$ cat config.mk
export PLATFORM = sky130hd
export DESIGN_NAME = y_operand_fetch_flat
export DESIGN_NICKNAME = d
export VERILOG_FILES = /design/src/rtl/y_pkg.sv /design/src/rtl/y_operand_fetch_if.sv /design/src/rtl/y_rf_core.sv /design/src/rtl/y_operand_fetch.sv /design/src/flat_wrapper.sv
export SDC_FILE = /design/constraint.sdc
export NUM_CORES = 2
export LEC_CHECK = 0
export CAP_MARGIN = 20
export CORE_AREA = 2 2 306 308
export DETAILED_ROUTE_END_ITERATION = 10
export DIE_AREA = 0 0 308 310
export GPL_TIMING_DRIVEN = 0
export PLACE_DENSITY = 0.91
export SYNTH_ARGS = -nofsm -noshare
export SYNTH_HDL_FRONTEND = slang
export SYNTH_HIERARCHICAL = 1
export SYNTH_SLANG_ARGS = --single-unit
export TNS_END_PERCENT = 10
$ cat constraint.sdc
create_clock -name clk -period 3 [get_ports clk]
set_input_delay 0.6 -clock clk [delete_from_list [all_inputs] [get_ports clk]]
set_output_delay 0.6 -clock clk [all_outputs]
set_load 0.01 [all_outputs]
$ cat src/rtl/y_pkg.sv
// Shared definitions for the operand-fetch slice: datapath sizes, ALU op
// codes and the output-stage state encoding.
package y_pkg;

   // Datapath and register-file geometry.
   localparam int Y_WIDTH   = 32;
   localparam int Y_NREGS   = 32;
   localparam int Y_RADDR_W = 5;
   localparam int Y_OP_W    = 3;

   // ALU op codes understood downstream. The fetch stage forwards any
   // 3-bit code unchanged, so these are reference values, not a checked set.
   localparam logic [Y_OP_W-1:0] ALU_AND = 3'b000;
   localparam logic [Y_OP_W-1:0] ALU_OR  = 3'b001;
   localparam logic [Y_OP_W-1:0] ALU_ADD = 3'b010;
   localparam logic [Y_OP_W-1:0] ALU_SUB = 3'b110;
   localparam logic [Y_OP_W-1:0] ALU_SLT = 3'b111;

   // Output register occupancy: EMPTY means out_valid=0, FULL means out_valid=1.
   typedef enum logic {
      ST_EMPTY = 1'b0,
      ST_FULL  = 1'b1
   } stage_state_e;

endpackage : y_pkg

$ cat src/rtl/y_operand_fetch_if.sv
// Bundle of the fetch request, ALU-side output handshake and register-file
// write-back port. "slave" is the fetch stage's view, "master" is the view
// of whatever drives requests, consumes operands and commits results.
interface y_operand_fetch_if
   import y_pkg::*;
#(
   parameter int WIDTH = Y_WIDTH,
   parameter int NREGS = Y_NREGS
);

   localparam int AW = $clog2(NREGS);

   // Fetch request side.
   logic             in_valid;
   logic             in_ready;
   logic [AW-1:0]    rs_addr;
   logic [AW-1:0]    rt_addr;
   logic [WIDTH-1:0] imm;
   logic             use_imm;
   logic [Y_OP_W-1:0] op_in;

   // Operand output side toward the ALU.
   logic             out_valid;
   logic             out_ready;
   logic [WIDTH-1:0] a;
   logic [WIDTH-1:0] b;
   logic [Y_OP_W-1:0] op;

   // Write-back from the downstream stage.
   logic             wb_we;
   logic [AW-1:0]    wb_addr;
   logic [WIDTH-1:0] wb_data;

   modport slave (
      input  in_valid, rs_addr, rt_addr, imm, use_imm, op_in,
      input  out_ready,
      input  wb_we, wb_addr, wb_data,
      output in_ready,
      output out_valid, a, b, op
   );

   modport master (
      output in_valid, rs_addr, rt_addr, imm, use_imm, op_in,
      output out_ready,
      output wb_we, wb_addr, wb_data,
      input  in_ready,
      input  out_valid, a, b, op
   );

endinterface : y_operand_fetch_if

$ cat src/rtl/y_rf_core.sv
// General-purpose register file storage: two asynchronous read ports, one
// synchronous write port, r0 hardwired to zero. No bypassing here; a read
// in the same cycle as a write to the same register sees the old value.
module y_rf_core
   import y_pkg::*;
#(
   parameter int WIDTH = Y_WIDTH,
   parameter int NREGS = Y_NREGS,
   localparam int AW   = $clog2(NREGS)
) (
   input  logic             clk,
   input  logic             rst,
   input  logic             we_i,
   input  logic [AW-1:0]    waddr_i,
   input  logic [WIDTH-1:0] wdata_i,
   input  logic [AW-1:0]    raddr_a_i,
   output logic [WIDTH-1:0] rdata_a_o,
   input  logic [AW-1:0]    raddr_b_i,
   output logic [WIDTH-1:0] rdata_b_o
);

   logic [WIDTH-1:0] regs_q [NREGS];

   // Register write; reset clears every register and wins over a write-back.
   always_ff @(posedge clk) begin
      if (rst) begin
         // NOTE: this array is reset on purpose because every architectural
         // register must read 0 after reset; plain RAMs are normally left unreset.
         for (int i = 0; i < NREGS; i++) begin
            regs_q[i] <= '0;
         end
      end else if (we_i && (waddr_i != '0)) begin
         // NOTE: non-blocking so every flop samples pre-edge values and
         // readers in other processes never see a half-updated file.
         regs_q[waddr_i] <= wdata_i;
      end
   end

   // r0 is forced to zero at the read mux; writes to it are already blocked.
   assign rdata_a_o = (raddr_a_i == '0) ? '0 : regs_q[raddr_a_i];
   assign rdata_b_o = (raddr_b_i == '0) ? '0 : regs_q[raddr_b_i];

endmodule : y_rf_core

$ cat src/rtl/y_operand_fetch.sv
// Operand-fetch stage ahead of the 32-bit ALU. Reads rs/rt from the register
// file, optionally substitutes the immediate for b, and holds a/b/op in a
// valid/ready output register. Write-back commits into the register file.
// Optional feature: define Y_OPFETCH_BYPASS_EN to forward a same-edge
// write-back into a/b at accept time; without it a same-edge read returns
// the pre-write value and a one-cycle bubble is required.
module y_operand_fetch
   import y_pkg::*;
#(
   parameter int WIDTH = Y_WIDTH,
   parameter int NREGS = Y_NREGS
) (
   input  logic              clk,
   input  logic              rst,
   y_operand_fetch_if.slave  bus
);

   stage_state_e      state_q, state_d;
   logic [WIDTH-1:0]  a_q, a_d;
   logic [WIDTH-1:0]  b_q, b_d;
   logic [Y_OP_W-1:0] op_q, op_d;

   logic              in_ready;
   logic              accept;
   logic [WIDTH-1:0]  rf_a;
   logic [WIDTH-1:0]  rf_b;
   logic [WIDTH-1:0]  a_src;
   logic [WIDTH-1:0]  b_reg_src;
   logic [WIDTH-1:0]  b_src;

   y_rf_core #(
      .WIDTH (WIDTH),
      .NREGS (NREGS)
   ) u_rf (
      .clk       (clk),
      .rst       (rst),
      .we_i      (bus.wb_we),
      .waddr_i   (bus.wb_addr),
      .wdata_i   (bus.wb_data),
      .raddr_a_i (bus.rs_addr),
      .rdata_a_o (rf_a),
      .raddr_b_i (bus.rt_addr),
      .rdata_b_o (rf_b)
   );

   // The output register can take a new set when it is empty or being drained.
   assign in_ready = (state_q == ST_EMPTY) || bus.out_ready;
   assign accept   = bus.in_valid && in_ready;

`ifdef Y_OPFETCH_BYPASS_EN
   logic fwd_a;
   logic fwd_b;

   // Forward a write-back landing on the same edge; r0 is never forwarded.
   assign fwd_a     = bus.wb_we && (bus.wb_addr == bus.rs_addr) && (bus.rs_addr != '0);
   assign fwd_b     = bus.wb_we && (bus.wb_addr == bus.rt_addr) && (bus.rt_addr != '0);
   assign a_src     = fwd_a ? bus.wb_data : rf_a;
   assign b_reg_src = fwd_b ? bus.wb_data : rf_b;
`else
   // No forwarding: same-edge readers see the value before the write.
   assign a_src     = rf_a;
   assign b_reg_src = rf_b;
`endif

   // Immediate wins over the register (and any forwarded value) for b.
   assign b_src = bus.use_imm ? bus.imm : b_reg_src;

   // Next-state and operand-load logic for the EMPTY/FULL output register.
   always_comb begin
      // NOTE: every _d takes its hold value first, so no branch below can
      // leave a signal unassigned and infer a latch.
      state_d = state_q;
      a_d     = a_q;
      b_d     = b_q;
      op_d    = op_q;

      // Operands load only on accept; stalls and drains keep the last set,
      // which is why held operands never see later write-backs.
      if (accept) begin
         a_d  = a_src;
         b_d  = b_src;
         op_d = bus.op_in;
      end

      case (state_q)
         ST_EMPTY: begin
            if (accept) begin
               state_d = ST_FULL;
            end
         end
         ST_FULL: begin
            // Accept with out_ready or a stall both stay FULL.
            if (!accept && bus.out_ready) begin
               state_d = ST_EMPTY;
            end
         end
         default: begin
            state_d = ST_EMPTY;
         end
      endcase
   end

   // State and operand registers; reset discards any pending output.
   always_ff @(posedge clk) begin
      if (rst) begin
         state_q <= ST_EMPTY;
         a_q     <= '0;
         b_q     <= '0;
         op_q    <= ALU_AND;
      end else begin
         state_q <= state_d;
         a_q     <= a_d;
         b_q     <= b_d;
         op_q    <= op_d;
      end
   end

   assign bus.in_ready  = in_ready;
   assign bus.out_valid = (state_q == ST_FULL);
   assign bus.a         = a_q;
   assign bus.b         = b_q;
   assign bus.op        = op_q;

endmodule : y_operand_fetch

$ cat src/flat_wrapper.sv
// flat-port wrapper written by rule: the top's interface ports become plain ports
module y_operand_fetch_flat import y_pkg::*;
#(
   parameter int WIDTH = Y_WIDTH,
   parameter int NREGS = Y_NREGS
)
  (clk, rst, bus_in_valid, bus_rs_addr, bus_rt_addr, bus_imm, bus_use_imm, bus_op_in, bus_out_ready, bus_wb_we, bus_wb_addr, bus_wb_data, bus_in_ready, bus_out_valid, bus_a, bus_b, bus_op);
  y_operand_fetch_if #(.WIDTH(WIDTH), .NREGS(NREGS)) bus_i ();
  input  logic clk;
  input  logic rst;
  input wire logic [$bits(bus_i.in_valid)-1:0] bus_in_valid;
  input wire logic [$bits(bus_i.rs_addr)-1:0] bus_rs_addr;
  input wire logic [$bits(bus_i.rt_addr)-1:0] bus_rt_addr;
  input wire logic [$bits(bus_i.imm)-1:0] bus_imm;
  input wire logic [$bits(bus_i.use_imm)-1:0] bus_use_imm;
  input wire logic [$bits(bus_i.op_in)-1:0] bus_op_in;
  input wire logic [$bits(bus_i.out_ready)-1:0] bus_out_ready;
  input wire logic [$bits(bus_i.wb_we)-1:0] bus_wb_we;
  input wire logic [$bits(bus_i.wb_addr)-1:0] bus_wb_addr;
  input wire logic [$bits(bus_i.wb_data)-1:0] bus_wb_data;
  output wire logic [$bits(bus_i.in_ready)-1:0] bus_in_ready;
  output wire logic [$bits(bus_i.out_valid)-1:0] bus_out_valid;
  output wire logic [$bits(bus_i.a)-1:0] bus_a;
  output wire logic [$bits(bus_i.b)-1:0] bus_b;
  output wire logic [$bits(bus_i.op)-1:0] bus_op;
  assign bus_i.in_valid = bus_in_valid;
  assign bus_i.rs_addr = bus_rs_addr;
  assign bus_i.rt_addr = bus_rt_addr;
  assign bus_i.imm = bus_imm;
  assign bus_i.use_imm = bus_use_imm;
  assign bus_i.op_in = bus_op_in;
  assign bus_i.out_ready = bus_out_ready;
  assign bus_i.wb_we = bus_wb_we;
  assign bus_i.wb_addr = bus_wb_addr;
  assign bus_i.wb_data = bus_wb_data;
  assign bus_in_ready = bus_i.in_ready;
  assign bus_out_valid = bus_i.out_valid;
  assign bus_a = bus_i.a;
  assign bus_b = bus_i.b;
  assign bus_op = bus_i.op;
  y_operand_fetch #(.WIDTH(WIDTH), .NREGS(NREGS)) u_core (.clk(clk), .rst(rst), .bus(bus_i));
endmodule
==> flow_summary.json <==
{
  "seq_area_um2": 32110,
  "synth_seq_cells": 1092,
  "post-route-util_pct": 70.44,
  "grt_pass1_vias": 40880,
  "peakVddDrop_v": 0.0005246,
  "synthTopCellsByArea": "edfxtp_1 (54%), mux4_2 (18%), and2_1 (11%)",
  "fill_cells": 5526,
  "drcViolationCount": 14,
  "reg2reg_from": "u_core/u_rf/regs_q[22][30]",
  "hp-class": "in2reg",
  "status": "finished with violations",
  "ys_async_sr_fraction_pct": 0,
  "netlist_area_um2": 57470,
  "ant_nets": 0,
  "post-synth-top-area-cell": "edfxtp_1",
  "post-route-min-period_ns": 3.501,
  "ys_seq_area_share_pct": 55.87,
  "grt_use_total_pct": 46.25,
  "min_to": "u_core/bus.a[23]",
  "worst-path-stages": 8,
  "clk_latency_ns": 0.75,
  "die_h_um": 310,
  "fin_area_um2": 65150,
  "path_class": "in2reg",
  "fmax_ghz": 0.2857,
  "dp_hpwl_um": 144400,
  "drt_first_pass_iters": 11,
  "crit_buf_inv": 3,
  "grt_pass1_wl_um": 300700,
  "start_kind": "input port",
  "fp-row-count": 112,
  "tightestPinTransition_ns": 1.438,
  "hold-worst-slack_ns": 0.3210,
  "fin_ws_ns": -0.5006,
  "viasPerCell": 7.902,
  "numCtsBuffers": 110,
  "synthTopCellsByCount": "edfxtp_1 (1024), and2_1 (995), mux4_2 (472)",
  "start_util_pct": 62.14,
  "drt-wirelength-per-cell_um": 40.89,
  "hold_depth": 3,
  "wl_um": 220400,
  "yosysTopAreaCellShare_pct": 53.50,
  "synth_ff_type": "edfxtp_1",
  "drive_gt1_share_pct": 24.89,
  "pre_cts_ws_ns": -1.598,
  "finalClockSkew_ns": 0.03710,
  "dieArea_um2": 95480,
  "grt_max_degree": 33,
  "root_buffer": "clkbuf_16",
  "synth_edf_count": 1024,
  "yosysMostFrequentCell": "edfxtp_1",
  "r2r-end": "u_core/bus.a[30]",
  "drt_iter0_markers": 9767,
  "setup_tns_ns": -44.08,
  "critPathTopFamily": "buffers and inverters",
  "gr-total-overflow": 0,
  "finalMaxSlewViolations": 0,
  "ys_warn_count": 6,
  "rsz0062_at_grt": "yes",
  "io_pins": 157,
  "gp_congestion": 1.072,
  "worstPathRequired_ns": 3.63,
  "finalHoldViolCount": 0,
  "numClockSinks": 1092,
  "reg2reg_depth": 6,
  "power_density_nw_per_um2": 573.4,
  "cp_cell_sequence": "clkdlybuf4s50_1 > inv_1 > clkbuf_1 > nand2_1 > a211oi_1 > nor4b_2 > mux2i_1 > o2bb2ai_2",
  "r2r_setup_slack_ns": 0.37,
  "num-nets-final": 4176,
  "synth.distinct_cells": 49,
  "worstHoldStart": "bus_in_valid",
  "cts_max_level": 3,
  "end_kind": "flop",
  "cp_max_fo": 10,
  "arrival_ns": 4.13,
  "finalSetupViolCount": 536,
  "core_um2": 92490,
  "post-route-period-util_pct": 116.7,
  "p_leak_nw": 22.48,
  "syn2layout_area_growth_pct": 13.36,
  "maxCapViolCount": 0,
  "critPathSlowestCell": "a211oi_1",
  "critical-path-max-stage-delay_ns": 0.89,
  "die_w_um": 308,
  "multi_input_area_um2": 24080,
  "port_buffers": 148,
  "maxSlewHeadroom_pct": 4.167,
  "placed_area_um2": 60730,
  "path_clk_slew_ns": 0.06,
  "grt_antenna_before_repair": 18,
  "violations": "DRC, setup timing",
  "vias": 42600,
  "syn_area_per_cell_um2": 15.23,
  "tritoncts": "built",
  "synthCells": 3774,
  "clk_path_buf_depth": 3
}
-- worst reg2reg max path, delay by kind of cell (launching register included) --
kind / cells / cell delay [ns]
AO/OA/AOI/OAI: 2 / 0.67
AND/OR/NAND/NOR: 2 / 0.33
flip-flops: 1 / 0.41
multiplexers: 2 / 1.08
-- layout make-up --
class	count	share of cell area (%)
timing repair buffer	169	2.681
buffer	412	3.207
sequential	1092	49.29
inverter	3	0.01728
antenna	12	0.04609
clock inverter	66	0.9679
clock buffer	140	4.527
tap	1197	2.299
multi-input combinational	2300	36.97
-- stage by stage --
| stage | cells | total power, mW |
|---|---|---|
| 3_5_place_dp | 5163 | 23.00 |
| 6_report | 5391 | 37.36 |
| 5_1_grt | 5382 | 37.75 |
| 4_1_cts | 5373 | 36.64 |
| 2_1_floorplan | 3805 | 20.90 |
| 3_3_place_gp | 5150 | 22.80 |
-- sequential cells by signal (all words and copies together) (netlist names) --
| name | cells |
|---|---|
| u_core/bus.out_valid | 1 |
| u_core/bus.a | 32 |
| u_core/bus.op | 3 |
| u_core/bus.b | 32 |
| u_core/u_rf/regs_q | 1024 |
-- report_power, final --
| group | leakage [nW] | switching (mW) | internal (mW) |
|---|---|---|---|
| Combinational | 10.4 | 3.22 | 2.08 |
| Clock | 1.75 | 6.11 | 7.89 |
| Sequential | 10.3 | 0.545 | 17.5 |
-- placed cells by master, fill, tap and decap left out, drive strengths merged, types with 14 or more instances in the layout --
| cell | n |
|---|---|
| o22ai | 103 |
| a22o | 51 |
| a2111oi | 55 |
| buf | 156 |
| a22oi | 16 |
| clkdlybuf4s50 | 146 |
| mux2 | 30 |
| clkinv | 46 |
| nor2b | 14 |
| o2bb2ai | 32 |
| and2 | 995 |
| a21oi | 49 |
| conb | 32 |
| nor2 | 36 |
| edfxtp | 1024 |
| nand3 | 40 |
| a21bo | 35 |
| or2 | 40 |
| clkbuf | 413 |
| nor3 | 54 |
| dfxtp | 68 |
| mux2i | 182 |
| mux4 | 472 |
-- routing by layer --
layer / vias to the layer above / wire, um / global-route usage [%]
met5: - / 960 / 1.921
li1: 15250 / - / -
met3: 1614 / 44540 / 25.73
met2: 5498 / 89330 / 64.20
met4: 34 / 23920 / 35.70
met1: 20210 / 61680 / 53.06
-- timing repair --
action                                  in CTS  in global routing
hold buffers                                 0                  0
pin swaps                                    4                  1
endpoints found under the setup margin    1365                179
setup buffers                                2                  1
gates cloned                                 7                  0
gates resized for setup                    134                 63
-- kinds of logic (layout without fill, tap and decap cells) --
kind of cell           Yosys count  after routing  synth area share (%)
flip-flops                    1092           1092                 55.87
AO/OA/AOI/OAI                  363            363                 5.414
AND/OR/NAND/NOR               1214           1221                 12.93
multiplexers                   684            684                 22.25
buffers and inverters          420            790                 3.525
other                            1             44              0.006525
-- worst max path at each step --
stage               slack (ns)      startpoint                to
floorplan                 0.47  bus_rt_addr[2]  u_core/bus.b[15]
global placement         -1.79  bus_rt_addr[3]  u_core/bus.b[10]
detailed placement       -1.60  bus_rt_addr[3]  u_core/bus.b[12]
CTS                      -0.16  bus_rs_addr[0]  u_core/bus.a[21]
global route             -0.14  bus_rs_addr[3]  u_core/bus.a[30]
finish                   -0.50  bus_rt_addr[4]  u_core/bus.b[21]
No activity file was read; power rests on OpenSTA's default activity.
